$ cat src/rtl/game_frame_scanner.sv
// Row-multiplexed LED matrix scanner: snapshots the game state at frame start and paces generation steps.
// Optional inter-row blanking is compiled in with `define GAME_SCANNER_BLANK_EN.
module game_frame_scanner #(
   parameter int ROWS            = 8,
   parameter int COLS            = 8,
   parameter int DWELL           = 1000,
   parameter int BLANK_CYCLES    = 16,
   parameter int FRAMES_PER_STEP = 30
) (
   input  logic                 clk,
   input  logic                 reset,
   input  logic [ROWS*COLS-1:0] game_in,
   input  logic                 en,
   output logic [ROWS-1:0]      row_sel,
   output logic [COLS-1:0]      col_data,
   output logic                 frame_done,
   output logic                 step
);

   localparam int ROW_W = (ROWS > 1) ? $clog2(ROWS) : 1;
   localparam int DW_W  = (DWELL > 1) ? $clog2(DWELL) : 1;
   localparam int FC_W  = (FRAMES_PER_STEP > 1) ? $clog2(FRAMES_PER_STEP) : 1;

   localparam logic [ROW_W-1:0] ROW_LAST   = ROW_W'(ROWS - 1);
   localparam logic [DW_W-1:0]  DWELL_LAST = DW_W'(DWELL - 1);
   localparam logic [FC_W-1:0]  FCNT_LAST  = FC_W'(FRAMES_PER_STEP - 1);

`ifdef GAME_SCANNER_BLANK_EN
   localparam int BLK_W = (BLANK_CYCLES > 1) ? $clog2(BLANK_CYCLES) : 1;
   localparam logic [BLK_W-1:0] BLANK_LAST = BLK_W'(BLANK_CYCLES - 1);

   typedef enum logic [1:0] {IDLE, LOAD, SCAN, BLANK} state_t;

   logic [BLK_W-1:0] blank_q, blank_d;
`else
   typedef enum logic [1:0] {IDLE, LOAD, SCAN} state_t;
`endif

   state_t                 state_q, state_d;
   logic [ROW_W-1:0]       row_q, row_d;
   logic [DW_W-1:0]        dwell_q, dwell_d;
   logic [FC_W-1:0]        fcnt_q, fcnt_d;
   logic [ROWS*COLS-1:0]   snap_q, snap_d;
   logic [ROWS-1:0]        row_sel_q, row_sel_d;
   logic [COLS-1:0]        col_data_q, col_data_d;
   logic                   frame_done_q, frame_done_d;
   logic                   step_q, step_d;
   logic                   eof;

   always_comb begin
      state_d      = state_q;
      row_d        = row_q;
      dwell_d      = dwell_q;
      fcnt_d       = fcnt_q;
      snap_d       = snap_q;
      eof          = 1'b0;
`ifdef GAME_SCANNER_BLANK_EN
      blank_d      = blank_q;
`endif

      case (state_q)
         IDLE: begin
            if (en) state_d = LOAD;
         end
         LOAD: begin
            snap_d  = game_in;
            row_d   = '0;
            dwell_d = '0;
            state_d = SCAN;
         end
         SCAN: begin
            if (dwell_q == DWELL_LAST) begin
               dwell_d = '0;
`ifdef GAME_SCANNER_BLANK_EN
               blank_d = '0;
               state_d = BLANK;
`else
               if (row_q == ROW_LAST) begin
                  eof     = 1'b1;
                  state_d = en ? LOAD : IDLE;
               end else begin
                  row_d = row_q + ROW_W'(1);
               end
`endif
            end else begin
               dwell_d = dwell_q + DW_W'(1);
            end
         end
`ifdef GAME_SCANNER_BLANK_EN
         BLANK: begin
            if (blank_q == BLANK_LAST) begin
               blank_d = '0;
               if (row_q == ROW_LAST) begin
                  eof     = 1'b1;
                  state_d = en ? LOAD : IDLE;
               end else begin
                  row_d   = row_q + ROW_W'(1);
                  state_d = SCAN;
               end
            end else begin
               blank_d = blank_q + BLK_W'(1);
            end
         end
`endif
         default: state_d = IDLE;
      endcase

      // Drive from the current state so row_sel and col_data always change on the same edge.
      row_sel_d  = '0;
      col_data_d = '0;
      if (state_q == SCAN) begin
         row_sel_d  = ROWS'(1) << row_q;
         col_data_d = snap_q[32'(row_q)*COLS +: COLS];
      end

      frame_done_d = eof;
      step_d       = eof && (fcnt_q == FCNT_LAST);
      if (eof) fcnt_d = step_d ? '0 : fcnt_q + FC_W'(1);
   end

   always_ff @(posedge clk or posedge reset) begin
      if (reset) begin
         state_q      <= IDLE;
         row_q        <= '0;
         dwell_q      <= '0;
         fcnt_q       <= '0;
         snap_q       <= '0;
         row_sel_q    <= '0;
         col_data_q   <= '0;
         frame_done_q <= 1'b0;
         step_q       <= 1'b0;
`ifdef GAME_SCANNER_BLANK_EN
         blank_q      <= '0;
`endif
      end else begin
         state_q      <= state_d;
         row_q        <= row_d;
         dwell_q      <= dwell_d;
         fcnt_q       <= fcnt_d;
         snap_q       <= snap_d;
         row_sel_q    <= row_sel_d;
         col_data_q   <= col_data_d;
         frame_done_q <= frame_done_d;
         step_q       <= step_d;
`ifdef GAME_SCANNER_BLANK_EN
         blank_q      <= blank_d;
`endif
      end
   end

   assign row_sel    = row_sel_q;
   assign col_data   = col_data_q;
   assign frame_done = frame_done_q;
   assign step       = step_q;

endmodule
$ cat config.mk
export PLATFORM = sky130hd
export DESIGN_NAME = game_frame_scanner
export DESIGN_NICKNAME = d
export VERILOG_FILES = /design/src/rtl/game_frame_scanner.sv
export SDC_FILE = /design/constraint.sdc
export NUM_CORES = 1
export LEC_CHECK = 0
export CAP_MARGIN = 30
export CORE_ASPECT_RATIO = 2
export CORE_MARGIN = 1
export CORE_UTILIZATION = 56
export DETAILED_ROUTE_END_ITERATION = 6
export PLACE_DENSITY = 0.88
export SLEW_MARGIN = 20
export SYNTH_ARGS = -nofsm -noshare
export SYNTH_HDL_FRONTEND = slang
export SYNTH_SLANG_ARGS = --single-unit
$ cat constraint.sdc
create_clock -name clk -period 8.17 [get_ports clk]
set_input_delay 1.2255 -clock clk [delete_from_list [all_inputs] [get_ports clk]]
set_output_delay 1.2255 -clock clk [all_outputs]
set_load 0.01 [all_outputs]
==> flow_results.org <==
** Synthesis
- Ranked by total cell area, the synthesized netlist is headed by sky130_fd_sc_hd__dfrtp_1 (56%), sky130_fd_sc_hd__mux2_2 (16%), sky130_fd_sc_hd__mux4_2 (7.9%), sky130_fd_sc_hd__ha_1 (3.8%), sky130_fd_sc_hd__nand2_1 (2.2%).
- Counting flops and latches in the post-synthesis netlist gives 102.
- Counting every instance in the synthesized netlist gives 333.
- Post-Synth Adder-Cell Area :: 3.85%
- The most used flip-flop cell after synthesis is sky130_fd_sc_hd__dfrtp_1.
- The synthesized design spends more area on one cell type than any other, namely sky130_fd_sc_hd__dfrtp_1.
- Proportion of synthesized chip area in sequential cells :: 56.0%
- Mapped Avg Cell Area :: 13.7 µm²
- Synthesized net count :: 414
- Post-synth cell types :: 39
- The synthesized netlist occupies a cell area of 0.00456 mm².
- Fraction of registers with async set/reset :: 100%
- In this run the biggest area consumer among cell types represents 56.0% of the synthesized area.
- The synthesized design contains 0 enable-type register cells.
- After synthesis, the largest family of logic cells by area is multiplexers.
- Summing the areas of all compound-gate instances in the mapped netlist gives 3.60% of the synthesized area.
- Share of synthesized cell area in and, or, nand and nor gates :: 7.75%
- Multiplexer fraction of the synthesized cell area :: 24.7%
- The synthesized netlist devotes 1.54% of its cell area to XOR and XNOR gates.
- Ys Warns :: 0

** Outcome
- Outcome :: complete, no violations

** Power
- Power spent charging and discharging nets :: 502 µW
- Combinational Power Share :: 31.7%
- Maximum vdd drop :: 0.235 mV
- Net switching is 28.1% of the power.
- Int Power :: 1290 µW
- Power density over the cells :: 308 mW/mm²
- Share of total power in the clock network :: 23.8%
- Registers are responsible for 44.5% of the overall power.
- For this design the static power due to leakage is 0.00247 µW.

** Worst setup path
- Of all nets on the critical path, the largest fanout is 20.
- The setup path with the least slack is of type register to register.
- In this run the worst setup path begins at row_q[1].
- The worst setup path is captured at a register.
- Worst Setup Start Kind :: register
- STA puts the critical path data arrival time at 3.11 ns.
- Worst path required time :: 8.44 ns
- Startpoint of the worst-slack reg-to-reg timing path :: row_q[1]

** STA
- Final Max Tran Viols :: 0
- Share of the clock period used by the worst path :: 34.7%
- Setup repair after global routing left no endpoint under its margin.
- Final worst slack :: 5.34 ns
- Slew @ Worst Pin :: 0.915 ns
- The number of hold-slack violations in the final timing report was 0.
- The routed design could run at a clock period as short as 2.83 ns.
- F_max :: 353 MHz
- Number of setup violations in the final report :: 0
- Hold is met by 0.502 ns.
- Maximum clock skew at final layout :: 0.00617 ns
- Adding up every negative setup slack in the final design gives 0 ns.
- Relative slew slack :: 39.0%

** Detailed routing
- The final route contains 2941 vias.
- After detailed routing, the number of vias per cell comes to 5.72.
- After detailed routing, the number of remaining DRC violations is 0.
- After detailed routing, the average wire length per cell comes to 18.2 µm.
- Detailed-routing iteration count for the pre-antenna-repair pass :: 4
- Wires add up to 9340 µm.
- In this run the remaining antenna-violating nets after routing total 0.
- Starting DRC count in detailed routing :: 239

** Placed design
- Total of buffers placed on input and output ports :: 84
- Routability-driven placement finished with a final weighted congestion of 0.779.
- In this run, placement finished with an instance count of 499.
- Worst setup slack before clock tree synthesis :: 5.30 ns
- Total half-perimeter wirelength after legalization and detailed placement :: 6650 µm

** Floorplanning
- In this run the vertical extent of the chip is 130 µm.
- Die X-Extent :: 65.8 µm
- Effective utilization at floorplan :: 57.8%
- Die Area :: 0.00852 mm²
- 85 I/O pins were placed.
- Core footprint :: 0.00789 mm²
- In this run the core area contains 46 standard-cell rows.

** CTS
- The number of hold buffers added after CTS was 0.
- Clock tree synthesis selected as its root buffer the cell sky130_fd_sc_hd__clkbuf_16.
- Clock sink total :: 102
- Clock insertion delay at the later pin of the skew report :: 0.34 ns
- Clock-pin slew was measured on the worst setup and hold paths at 0.06 ns.
- Cts repair resizes :: 0
- Total CTS buffers :: 9
- CTS built an H-tree with a depth of 3.
- TritonCTS clock tree :: done
- Post-CTS Repair Setup Buffers :: 0
- The longest clock path from root to sink contains 2 buffers.

** GRT
- For this run the aggregate overflow at the end of global routing stands at 0.
- The via count of the first global-routing pass came to 3252.
- The number of antenna violations at the first check in global routing is 0.
- Global-route usage over all layers :: 24.8%
- The first global-routing pass estimated 15200 µm of wire.
- Entering global routing, the biggest net connects 83 pins.

** Worst hold path
- Tightest Hold Check Type :: register to register
- The startpoint identified for the worst hold timing path is snap_q[36].

** Layout
- Of the cells placed in the final design, the portion with a size suffix greater than 1 is 24.6%.
- After the flow finishes, the layout carries non-filler instances totaling 514.
- In the final design database the tool counted 496 nets.
- The repair_antennas step left the layout with diodes totalling 0.
- Area growth syn-to-layout :: 27.3%

** Run
- Max-cap violations in this run came to 0.
==> critical path: stages, from the launching register on <==
cell,delay [ns]
sky130_fd_sc_hd__dfrtp_1,0.94
sky130_fd_sc_hd__ha_1,0.32
sky130_fd_sc_hd__ha_1,0.20
sky130_fd_sc_hd__nand2_1,0.09
sky130_fd_sc_hd__or4_1,0.70
sky130_fd_sc_hd__or3_1,0.44
sky130_fd_sc_hd__o21ai_2,0.07
==> power groups by stage <==
stage | Combinational, µW | Clock, µW | Sequential [µW]
floorplan | 430 | 0 | 767
global placement | 539 | 0 | 789
detailed placement | 564 | 0 | 804
CTS | 571 | 430 | 794
global route | 617 | 449 | 815
finish | 567 | 425 | 795
==> layer usage <==
| layer | share of wire (%) | GRT usage, % | wire, µm | vias up |
|---|---|---|---|---|
| li1 | - | - | - | 1337 |
| met1 | 35 | 25.7 | 3270 | 1488 |
| met2 | 58 | 45.0 | 5440 | 91 |
| met3 | 3.1 | 5.11 | 288 | 25 |
| met4 | 3.7 | 13.4 | 349 | 0 |
| met5 | 0 | 0 | 0 | - |
==> placed cells by master, fill, tap and decap left out, types with 4 or more instances in the layout <==
cell type,instances
sky130_fd_sc_hd__dfrtp_1,102
sky130_fd_sc_hd__clkdlybuf4s50_1,84
sky130_fd_sc_hd__mux2_2,66
sky130_fd_sc_hd__nand2_1,27
sky130_fd_sc_hd__mux4_2,16
sky130_fd_sc_hd__ha_1,13
sky130_fd_sc_hd__nor2_1,12
sky130_fd_sc_hd__inv_1,11
sky130_fd_sc_hd__clkbuf_16,9
sky130_fd_sc_hd__a21boi_0,8
sky130_fd_sc_hd__and2_1,6
sky130_fd_sc_hd__o21ai_0,6
sky130_fd_sc_hd__xnor2_1,5
sky130_fd_sc_hd__nand2b_1,4
sky130_fd_sc_hd__nand4_1,4
==> sequential cells by signal (all words and copies together), names as in the netlist <==
| signal | cells |
|---|---|
| col_data | 8 |
| dwell_q | 10 |
| row_sel | 8 |
| fcnt_q | 5 |
| state_q | 2 |
| frame_done | 1 |
| step | 1 |
| snap_q | 64 |
| row_q | 3 |
==> final cells by class <==
cell class                 count  area (µm²)
multi-input combinational    201        1890
sequential                   102        2550
fill                         465        2080
inverter                      13        51.3
timing repair buffer          88         898
tap                           96         120
clock buffer                  13         260
clock inverter                 1        30.0
==> path summary, 6_finish.rpt <==
kind / end / slack (ns) / cells past startpoint
worst max-delay path: fcnt_q[1] / 5.34 / 6
worst min-delay path: snap_q[36] / 0.50 / 1
worst max register to register: fcnt_q[1] / 5.34 / 6
worst min register to register: snap_q[36] / 0.50 / 1
max in group asynchronous: snap_q[38] / 6.05 / 4
min in group asynchronous: snap_q[0] / 1.18 / 2
==> synth_stat cells, drive strengths merged (6+ instances only) <==
cell / n
dfrtp: 102
mux2: 66
nand2: 27
mux4: 16
ha: 14
inv: 12
nor2: 12
clkbuf: 9
a21boi: 8
buf: 8
o21ai: 8
and2: 6
==> stage by stage <==
| stage | total power (µW) | util [%] | instance area (µm²) |
|---|---|---|---|
| 5_1_grt | 1880 | 73.6 | 5800 |
| 3_3_place_gp | 1330 | 69.3 | 5470 |
| 6_report | 1790 | 73.6 | 5800 |
| 3_5_place_dp | 1370 | 69.5 | 5480 |
| 2_1_floorplan | 1200 | - | 4560 |
| 4_1_cts | 1800 | 73.2 | 5770 |
==> kinds of logic (layout without fill, tap and decap cells) <==
family,Yosys count,after routing
adder cells (fa/ha/maj),14,14
flip-flops,102,102
AO/OA/AOI/OAI,24,24
buffers and inverters,30,115
XOR/XNOR,8,8
multiplexers,84,84
AND/OR/NAND/NOR,71,71
No activity file was read; power rests on OpenSTA's default activity.
